===== src/rtl/buf_share_pkg.sv =====
// Shared types and helpers for the buffer-sharing arbiter.
package buf_share_pkg;

    localparam int NREQ_MAX = 16;
    localparam int ID_W_MAX = 4;

    // Result of a round-robin search: winner index plus a found flag.
    typedef struct packed {
        logic                found;
        logic [ID_W_MAX-1:0] idx;
    } pick_t;

    // Requester ID width; a single bit is kept even for two requesters.
    function automatic int id_width(input int nreq);
        return (nreq <= 2) ? 1 : $clog2(nreq);
    endfunction

    // First requester found searching ptr, ptr+1, ... modulo nreq.
    function automatic pick_t rr_pick(input logic [NREQ_MAX-1:0] req,
                                      input logic [ID_W_MAX-1:0] ptr,
                                      input int                  nreq);
        pick_t p;
        int    cand;
        p = '0;
        for (int k = 0; k < NREQ_MAX; k++) begin
            cand = (int'(ptr) + k) % nreq;
            if (k < nreq && !p.found && req[cand[ID_W_MAX-1:0]]) begin
                p.found = 1'b1;
                p.idx   = cand[ID_W_MAX-1:0];
            end
        end
        return p;
    endfunction

endpackage


===== src/rtl/buf_share_stage.sv =====
// One registered inverting stage of the shared datapath, carrying {v, id, d}.
module buf_share_stage
    import buf_share_pkg::*;
#(
    parameter int ID_W = 2,
    parameter int W    = 1
) (
    input  logic            clk,
    input  logic            reset,
    input  logic            flush,
    input  logic            load,
    input  logic            v_in,
    input  logic [ID_W-1:0] id_in,
    input  logic [W-1:0]    d_in,
    output logic            v_out,
    output logic [ID_W-1:0] id_out,
    output logic [W-1:0]    d_out
);

    // Capture the upstream entry (inverting data); flush kills valid but keeps id/d.
    always_ff @(posedge clk) begin
        if (reset) begin
            v_out  <= 1'b0;
            id_out <= '0;
            d_out  <= '0;
        end else begin
            v_out <= load & v_in & ~flush;
            if (load && !flush) begin
                id_out <= id_in;
                d_out  <= ~d_in;
            end
        end
    end

endmodule


===== src/rtl/buf_share_arbiter.sv =====
// Round-robin arbiter feeding a shared STAGES-deep inverter chain; returns
// each result to its owning requester STAGES cycles after the grant.
module buf_share_arbiter
    import buf_share_pkg::*;
#(
    parameter int NREQ   = 4,
    parameter int STAGES = 2,
    parameter int W      = 1
) (
    input  logic            clk,
    input  logic            reset,
    input  logic [NREQ-1:0] req,
    input  logic [NREQ*W-1:0] din,
    input  logic            flush,
    output logic [NREQ-1:0] gnt,
    output logic [NREQ-1:0] rsp_valid,
    output logic [W-1:0]    rsp_data,
    output logic            busy
);

    localparam int ID_W = id_width(NREQ);

    logic [ID_W-1:0]     ptr;
    logic [ID_W-1:0]     ptr_nxt;
    logic [ID_W-1:0]     winner;
    logic [NREQ_MAX-1:0] req_ext;
    pick_t               pick;
    logic                grant;
    logic [W-1:0]        dsel;

    logic            vld_p  [STAGES];
    logic [ID_W-1:0] id_p   [STAGES];
    logic [W-1:0]    d_p    [STAGES];
    logic            load_in[STAGES];
    logic            vld_in [STAGES];
    logic [ID_W-1:0] id_in  [STAGES];
    logic [W-1:0]    d_in   [STAGES];

    // Zero-extend the request vector to the search function's fixed width.
    always_comb begin
        req_ext            = '0;
        req_ext[NREQ-1:0] = req;
    end

    assign pick    = rr_pick(req_ext, ID_W_MAX'(ptr), NREQ);
    assign winner  = ID_W'(pick.idx);
    assign grant   = pick.found & ~flush;
    assign ptr_nxt = (winner == ID_W'(NREQ - 1)) ? '0 : winner + 1'b1;

    // Grant decode and winner data mux.
    always_comb begin
        gnt  = '0;
        dsel = '0;
        for (int i = 0; i < NREQ; i++) begin
            if (winner == ID_W'(i)) begin
                dsel = din[i*W +: W];
                if (grant) gnt[i] = 1'b1;
            end
        end
    end

    // Pointer advances past the winner on every grant.
    always_ff @(posedge clk) begin
        if (reset)      ptr <= '0;
        else if (grant) ptr <= ptr_nxt;
    end

    // Stage inputs: stage 0 loads only on a grant, later stages shift every cycle.
    always_comb begin
        load_in[0] = grant;
        vld_in[0]  = grant;
        id_in[0]   = winner;
        d_in[0]    = dsel;
        for (int k = 1; k < STAGES; k++) begin
            load_in[k] = 1'b1;
            vld_in[k]  = vld_p[k-1];
            id_in[k]   = id_p[k-1];
            d_in[k]    = d_p[k-1];
        end
    end

    for (genvar k = 0; k < STAGES; k++) begin : g_stage
        buf_share_stage #(
            .ID_W(ID_W),
            .W   (W)
        ) u_stage (
            .clk   (clk),
            .reset (reset),
            .flush (flush),
            .load  (load_in[k]),
            .v_in  (vld_in[k]),
            .id_in (id_in[k]),
            .d_in  (d_in[k]),
            .v_out (vld_p[k]),
            .id_out(id_p[k]),
            .d_out (d_p[k])
        );
    end

    // Response decode from the last stage, and chain occupancy.
    always_comb begin
        rsp_valid = '0;
        rsp_data  = d_p[STAGES-1];
        busy      = 1'b0;
        for (int i = 0; i < NREQ; i++) begin
            if (vld_p[STAGES-1] && id_p[STAGES-1] == ID_W'(i)) rsp_valid[i] = 1'b1;
        end
        for (int k = 0; k < STAGES; k++) begin
            busy = busy | vld_p[k];
        end
    end

endmodule


===== config.mk =====
export PLATFORM = sky130hd
export DESIGN_NAME = buf_share_arbiter
export DESIGN_NICKNAME = d
export VERILOG_FILES = /design/src/rtl/buf_share_pkg.sv /design/src/rtl/buf_share_stage.sv /design/src/rtl/buf_share_arbiter.sv
export SDC_FILE = /design/constraint.sdc
export NUM_CORES = 1
export LEC_CHECK = 0
export ABC_AREA = 1
export BUFFER_PORTS_ARGS = -buffer_cell sky130_fd_sc_hd__buf_2
export CAP_MARGIN = 0
export CORE_MARGIN = 10
export CORE_UTILIZATION = 54
export DETAILED_ROUTE_END_ITERATION = 6
export PLACE_DENSITY = 0.87
export SYNTH_ARGS = -nofsm -noshare
export SYNTH_HDL_FRONTEND = slang
export SYNTH_SLANG_ARGS = --single-unit

===== constraint.sdc =====
create_clock -name clk -period 4.3 [get_ports clk]
set_clock_uncertainty 0.05 [all_clocks]
set_input_delay 0.43 -clock clk [delete_from_list [all_inputs] [get_ports clk]]
set_output_delay 0.43 -clock clk [all_outputs]
set_load 0.01 [all_outputs]

After elaboration in Yosys (flattened, before gate mapping)
Cells that the tools add are included.

Register bits: 10. Bits of input ports: 11. Output and inout port bits: 10. Word-level logic and storage cells: 74.

$add $sub $neg: 4. $lt $le $gt $ge: 4. Eq/ne operators: 6. Mux-type cells: 26. Bitwise operators: 10. Reductions and logical operators: 17.

Operator list (number): $mux 5 (4); $mux 1 (17); $lt 4x5->1 const B (3); $bmux 1 s3 (3); $eq 2x2->1 const B (4); $logic_and 1x1->1 (8); $reduce_or 2->1 (3); $lt 2x5->1 const B (1); $add 2x1->2 const B (2); $add 2x2->2 const B (2); $eq 2x1->1 const B (2); $logic_not 1->1 (4); $logic_not 2->1 (2); $and 1x1->1 (3); $and 1x1->1 const A (3); $not 1->1 (3); $bmux 1 s2 (1); $mux 2 (1); $or 1x1->1 (1).

Logic depth before layout (Yosys ltp)
Gate-level depths: netlist (run 1).

Word-level depth: 19. Gate-level depth with buffers: 19. Gate-level depth less buffers: 18.

Modules after synthesis
From an unflattened synthesis (run 1), not the netlist that was laid out.

Cells, all modules: 152. Area, all modules: 913.4 µm².

By module, submodules not included: buf_share_arbiter (times used 1, cells each 104, area an instance 590.6 µm², seq. area each 40.0 µm²); buf_share_stage (times used 2, cells each 24, area an instance 161.4 µm², seq. area each 80.1 µm²).

Worst setup path after synthesis (run 1)
OpenSTA, ideal clock, no wires.

Path type: input to output. From: input req[3]. To: output gnt[3]. Data arrival time: 1624 ps. Required time: 3820 ps. Setup slack: 2196 ps. Stages on the path: 12. Buffers on the path: 0. Path through: inv_1 > nand2_1 > nand3_1 > nand2_1 > inv_1 > nand2_1 > nand2_1 > nand2_1 > a21oi_1 > ha_1 > inv_1 > nor2_1.

Elaborated cells between the ends (all ways): 22. Those cells by class: 1 x eq/ne; 14 x mux; 1 x bitwise; 6 x reduce/logical.

RTL lines: start: declaration (line buf_share_arbiter.sv:12) `input logic [NREQ-1:0] req,`; $bmux 1 s2 (line buf_share_pkg.sv:27) `if (k < nreq && !p.found && req[cand[ID_W_MAX-1:0]]) begin`; $mux 1 (not written as such) (line buf_share_pkg.sv:27); $mux 5 (line buf_share_pkg.sv:27); $logic_not 1->1 (line buf_share_pkg.sv:27); $logic_and 1x1->1 (line buf_share_pkg.sv:27); $mux 5 (line buf_share_pkg.sv:27); $logic_not 1->1 (line buf_share_pkg.sv:27); $logic_and 1x1->1 (line buf_share_pkg.sv:27); $mux 5 (line buf_share_pkg.sv:27); $logic_not 1->1 (line buf_share_pkg.sv:27); $logic_and 1x1->1 (line buf_share_pkg.sv:27); $mux 5 (*) (line buf_share_pkg.sv:27); named net g_stage[0].u_stage.id_in[0] (line buf_share_stage.sv:13) `input logic [ID_W-1:0] id_in,`; $eq 2x2->1 (*) (line buf_share_arbiter.sv:55) `if (winner == ID_W'(i)) begin`; $mux 1 (*) (line buf_share_arbiter.sv:55); end: declaration (line buf_share_arbiter.sv:15) `output logic [NREQ-1:0] gnt,`.

Mark *: on every way through the listed nets, which the timed path passes. The rest lies on a longest branch. The select of a mux whose other input is x is not followed.

Worst setup path after layout (run 1)
From: register ptr[0]. To: output gnt[2].

Elaborated cells between the ends (all ways): 31. Those cells by class: 3 x add/sub; 1 x eq/ne; 14 x mux; 4 x bitwise; 9 x reduce/logical.

RTL lines: start: declaration (line buf_share_arbiter.sv:23) `logic [ID_W-1:0] ptr;`; start signal: assignment (line buf_share_arbiter.sv:65) `else if (grant) ptr <= ptr_nxt;`; $add 2x1->2 (line buf_share_pkg.sv:26) `cand = (int'(ptr) + k) % nreq;`; $reduce_or 2->1 (no line); $and 1x1->1 (no line); $bmux 1 s3 (line buf_share_pkg.sv:27); $mux 1 (not written as such) (line buf_share_pkg.sv:27); $logic_and 1x1->1 (line buf_share_pkg.sv:27); $mux 5 (line buf_share_pkg.sv:27); $logic_not 1->1 (line buf_share_pkg.sv:27); $logic_and 1x1->1 (line buf_share_pkg.sv:27); $mux 5 (line buf_share_pkg.sv:27); $logic_not 1->1 (line buf_share_pkg.sv:27); $logic_and 1x1->1 (line buf_share_pkg.sv:27); $mux 5 (*) (line buf_share_pkg.sv:27); named net g_stage[0].u_stage.id_in[0] (line buf_share_stage.sv:13); $eq 2x2->1 (*) (line buf_share_arbiter.sv:55); $mux 1 (*) (line buf_share_arbiter.sv:55).

Marked as above.

==> metrics.yaml, run 1 <==
grt_max_degree: 11
hold_viol_final: 0
die_h_um: 57.6
drt-total-wl_um: 1720
cts_root_buf: "clkbuf_4"
cts_buffer_depth: 2
tns_ps: 0
required_ps: 3820
route.detailed.wl_per_inst_um: 10.5
syn_avg_cell_area_um2: 6.02
hp-class: "primary input to flop"
synth_seq_cells: 10
max-slew-margin-rel_pct: 71.6
initial_core_util_pct: 58.0
clock.fmax_ghz: 0.354
numCtsBuffers: 3
io_pins: 21
clk_pin_slew_ps: 60
synth_nets: 142
cts-resized-gates: 0
clkSinkCount: 10
die_area_mm2: 0.00332
first_global_vias: 779
syn2layout_area_growth_pct: 17.0
fillers: 136
overflow: 0
vdd_drop_max_v: 0.000518
netlist_area_um2: 764
pwr-share-comb_pct: 68.6
crit_arrival_ps: 2340
grt_pass1_wl_um: 3070
postRouteAntennaNets: 0
total_leakage_power_nw: 0.523
final_cell_mix: "39 x nand2_1, 21 x inv_1, 20 x buf_2"
grt_usage_pct: 10.9
drt-vias-per-instance: 4.99
nNetsFinal: 166
worstMarginPinSlew_ps: 425
pwr-share-seq_pct: 22.3
rsz0062_at_grt: "no"
insertion_delay_ps: 260
critPathMaxFanout: 10
numPortBuffers: 20
cts_max_level: 1
die_x_um: 57.6
ys_types: 18
cts_tree: "yes"
fin_crit_ps: 2820
crit_path_end_kind: "output port"
gp_congestion: 0.954
synth_cells: 127
rows: 13
clock_power_share_pct: 9.2
stdcell_count: 164
final_common_cell: "nand2_1"
drc_errors: 0
start_kind: "flop"
worstSetupPathType: "flop to output port"
yosys_warnings: 0
swShare_pct: 52.6
slew_viol_final: 0
power.internal_w: 0.000312
dp_cells: 161
post-dp-hpwl_um: 1440
core_area_mm2: 0.00132
drtIter0Drc: 12
outcome: "completed"
maxCapViolations: 0
cts.hold.buffers_added: 0
setup_viol: 0
vias: 819
antenna_cells: 0
p_per_area_mw_per_mm2: 736
layout-drive-gt1-share_pct: 22.8
ys_seq_area_share_pct: 26.2
drt-pass1-iter-count: 4
p_switching_w: 0.000347
cts_setup_buffers: 0
antenna_found_initial: 0
period_share_pct: 65.6
==> per-layer routing <==
metal / GRT usage (%) / wire (um)
met1: 10.7 / 699
met2: 18.7 / 792
met3: 5.01 / 201
met4: 5.70 / 22
met5: 0 / 0
==> path summary, 6_finish.rpt <==
path | end | slack [ps] | cells past startpoint | start
setup reg to reg | g_stage[0].u_stage.d_out | 1850 | 17 | ptr[0]
setup / recovery | gnt[2] | 1480 | 13 | ptr[0]
hold reg to reg | g_stage[1].u_stage.d_out | 380 | 1 | g_stage[0].u_stage.d_out
hold / removal | g_stage[0].u_stage.v_out | 330 | 2 | reset
==> flip-flops by register name, summed over array words and instances (netlist names) <==
register                cells
g_stage.u_stage.v_out       2
g_stage.u_stage.d_out       2
g_stage.u_stage.id_out      4
ptr                         2
==> critical path, stage by stage (launching register included) <==
cell	delay, ps
dfxtp_1	580
inv_6	80
nand2_1	90
nand3_1	100
nand2_1	170
inv_1	80
nand3_1	80
nand2_1	110
a21oi_1	240
inv_1	110
ha_1	210
inv_1	80
nor2_1	40
buf_2	130
==> power groups by stage <==
stage               clock network [W]  logic, W  registers (W)
global route                0.0000685  0.000524       0.000151
floorplan                           0  0.000369       0.000134
CTS                         0.0000631  0.000455       0.000146
finish                      0.0000605  0.000452       0.000147
global placement                    0  0.000440       0.000146
detailed placement                  0  0.000450       0.000148
==> area by class of cell <==
class	count	area (um^2)	share of cell area, %
Inverter	24	97.6	10.9
Tap cell	15	18.8	2.10
Timing Repair Buffer	20	100	11.2
Clock buffer	3	22.5	2.52
Multi-Input combinational cell	92	455	50.9
Sequential cell	10	200	22.4
==> cell usage after synthesis (all sizes together) <==
| cell type | count | area, um^2 |
|---|---|---|
| dfxtp | 10 | 200 |
| nor3 | 6 | 30.0 |
| inv | 24 | 97.6 |
| a21oi | 6 | 30.0 |
| o21ai | 7 | 35.0 |
| nand3 | 11 | 60.1 |
| ha | 4 | 50.1 |
| nand2 | 44 | 188 |
| buf | 1 | 11.3 |
| nor2 | 14 | 62.6 |
==> cell families after synthesis <==
family          share of synthesized area [%]
compound gates                           8.51
buf+inv                                  14.2
flops                                    26.2
simple gates                             44.5
fa+ha+maj                                6.55
==> per-stage QoR <==
stage                     worst slack [ps]  power (W)  instance area [um^2]  util (%)  hold WS, ps
after global routing                  1230   0.000743                   895      67.9          333
after global placement                1840   0.000586                   872      66.2          371
after CTS                             1470   0.000664                   895      67.9          326
after floorplan                       2200   0.000503                   764         -          360
after detailed placement              1760   0.000598                   872      66.2          371
final                                 1480   0.000659                   895      67.9          334
Note: power is estimated with default switching activity, not from simulation.
==> run 2, diff against run 1 <==
- ABC_AREA: 1 -> 0
- CORE_UTILIZATION: 54 -> 47
- PLACE_DENSITY: 0.87 -> 0.8
- clock period: 4.3 -> 2.8 ns (I/O delays scaled with it)
==> run 2 against run 1 <==
Against the previous run: synthesized cell count decreased by 43%; critical path depth decreased by 6; first-iteration DRC count increased by 33%; via count decreased by 31%; setup slack got worse by 1200 ps; worst hold slack got worse by 92 ps; critical path type unchanged.
==> metrics.yaml, run 2 <==
worstSetupPathType: "flop to output port"
synth_edf_count: 0  # unchanged
postRouteAntennaNets: 0  # unchanged
antenna_cells: 0  # unchanged
crit_path_cell_trace: "mux2i_1, nor2_1, nor4_1, inv_1, ha_1, and2_1, buf_2"
synth_top_area_share_pct: 32.3  # +6.1 points
insertion_delay_ps: 270  # about the same
hp-class: "primary input to flop"
critical_path.max_stage_delay_ps: 500  # -80 ps
dp_cells: 104  # -35%
netlist_area_um2: 619  # -19%
crit_path_end_kind: "output port"
final_cell_mix: "20 x buf_2, 11 x nor2_1, 10 x dfxtp_1"
initial_core_util_pct: 48.8  # -9.2 points
synth_cells: 72  # -43%
hold_viol_final: 0  # unchanged
synth_compound_area_share_pct: 18.4  # +9.9 points
crit_arrival_ps: 2180  # -160 ps
ys_seq_area_share_pct: 32.3  # +6.1 points
drt-pass1-iter-count: 4  # unchanged
period_share_pct: 89.8
cts_tree: "yes"
grt_max_degree: 11  # unchanged
post-route-util_pct: 59.0  # -8.9 points
outcome: "completed"
fin_crit_ps: 2510
tns_ps: 0  # unchanged
slowest_stage: "nor4_1"
synth_top_family_by_area: "simple AND/OR/NAND/NOR gates"
antenna_found_initial: 0  # unchanged
clkSinkCount: 10  # unchanged
cts-resized-gates: 0  # unchanged
yosys-top-cells-count: "11 x nor2_1, 10 x dfxtp_1, 6 x a21oi_1"
syn2layout_area_growth_pct: 20.8
final_area_um2: 748  # -16%
drt-total-wl_um: 1350  # -21%
cts_buffer_depth: 2  # unchanged
final_common_cell: "buf_2"
first_global_vias: 592  # -24%
synth_area_leaders: "dfxtp_1 32%, ha_1 8.1%, nor2_1 6.7%"
cts_setup_buffers: 0  # unchanged
rsz0062_at_grt: "no"
async_flop_share_pct: 0  # unchanged
clock.fmax_ghz: 0.398
setup_viol: 0  # unchanged
synthXorXnorAreaFrac_pct: 0  # unchanged
rows: 13  # unchanged
muxShareOfSynthArea_pct: 4.85  # +4.8 points
yosys.area_share.simple_pct: 29.1  # -15 points
io_pins: 21  # unchanged
cts_max_level: 1  # unchanged
die_area_mm2: 0.00317  # -4.5%
yosysMostFrequentCell: "nor2_1"
top_register: "g_stage.u_stage.id_out"
route.detailed.wl_per_inst_um: 12.5  # +20%
start_kind: "flop"
drt-vias-per-instance: 5.21  # +4.4%
die_x_um: 56.3  # -2.3%
post-dp-hpwl_um: 1100  # -24%
syn_avg_cell_area_um2: 8.60  # +43%
core_area_mm2: 0.00127  # -3.7%
overflow: 0  # unchanged
synth_seq_cells: 10  # unchanged
numPortBuffers: 20  # unchanged
vias: 563  # -31%
worstMarginPinSlew_ps: 537  # +112 ps
nNetsFinal: 109  # -34%
placed_cell_area_um2: 712  # -18%
cts.hold.buffers_added: 0  # unchanged
numCtsBuffers: 3  # unchanged
clk_pin_slew_ps: 70  # about the same
layout-drive-gt1-share_pct: 30.1  # +7.3 points
max-slew-margin-rel_pct: 63.9  # -7.8 points
synthAdderAreaFrac_pct: 8.08  # +1.5 points
vdd_drop_max_v: 0.000260  # -50%
drc_errors: 0  # unchanged
synth_nets: 87  # -39%
die_h_um: 56.3  # -2.3%
required_ps: 2470  # -1350 ps
gp_congestion: 0.727  # -24%
stdcell_count: 108  # -34%
ys.flop_type: "dfxtp_1"
largest_register_ffs: 4  # unchanged
total_leakage_power_nw: 0.377  # -28%
grt_usage_pct: 8.81  # -2.1 points
maxCapViolations: 0  # unchanged
ys_types: 29  # +11
cts_root_buf: "clkbuf_4"
slew_viol_final: 0  # unchanged
critPathMaxFanout: 6  # -4
yosysTopAreaCell: "dfxtp_1"
grt_pass1_wl_um: 2350  # -24%
yosys_warnings: 0  # unchanged
drtIter0Drc: 16  # +4
p_per_area_mw_per_mm2: 522  # -29%
[run 2: worst paths after layout]
kind | end | from | cells past startpoint | slack (ps)
setup / recovery | gnt[2] | ptr[1] | 7 | 290
hold / removal | g_stage[1].u_stage.v_out | flush | 2 | 240
setup reg to reg | g_stage[0].u_stage.d_out | ptr[1] | 8 | 320
hold reg to reg | g_stage[1].u_stage.v_out | g_stage[0].u_stage.v_out | 1 | 420
[run 2: area by class of cell]
cell class	instances	area, um^2
multi-input cells	54	374
inverters	5	18.8
clock buffers	4	36.3
flip-flops and latches	10	200
fillers	126	520
well taps	15	18.8
repair buffers	20	100
[run 2: power breakdown]
part	switching (W)	internal (W)	total [W]	leakage (nW)
Clock	0.0000543	0.0000791	0.000133	0.0210
Sequential	0.00000844	0.000153	0.000162	0.0822
Combinational	0.0000528	0.0000426	0.0000954	0.273
[run 2: logic make-up after synthesis]
kind of cell | after synthesis
AO/OA/AOI/OAI | 14
adder cells (fa/ha/maj) | 4
buffers and inverters | 8
flip-flops | 10
multiplexers | 3
AND/OR/NAND/NOR | 33
[run 2: stage by stage]
step | hold slack [ps] | total power, W | setup WS, ps
after floorplan | 399 | 0.000234 | 616
final | 241 | 0.000391 | 286
after global routing | 270 | 0.000407 | 65.3
after CTS | 242 | 0.000392 | 275
after detailed placement | 418 | 0.000261 | 344
after global placement | 408 | 0.000258 | 520
[run 2: layer usage]
layer	GRT usage [%]	routed length, um	up-vias
met3	2.70	69	4
met2	15.8	702	12
li1	-	-	295
met4	5.15	23	0
met1	8.59	555	252
met5	0	0	-
[run 2: worst max-delay path, delay by kind of cell, from the launching register on]
| kind | cells | cell delay (ps) |
|---|---|---|
| adders and majority gates | 1 | 260 |
| DFF | 1 | 430 |
| muxes | 1 | 220 |
| buffers and inverters | 2 | 270 |
| and+or+nand+nor | 3 | 720 |
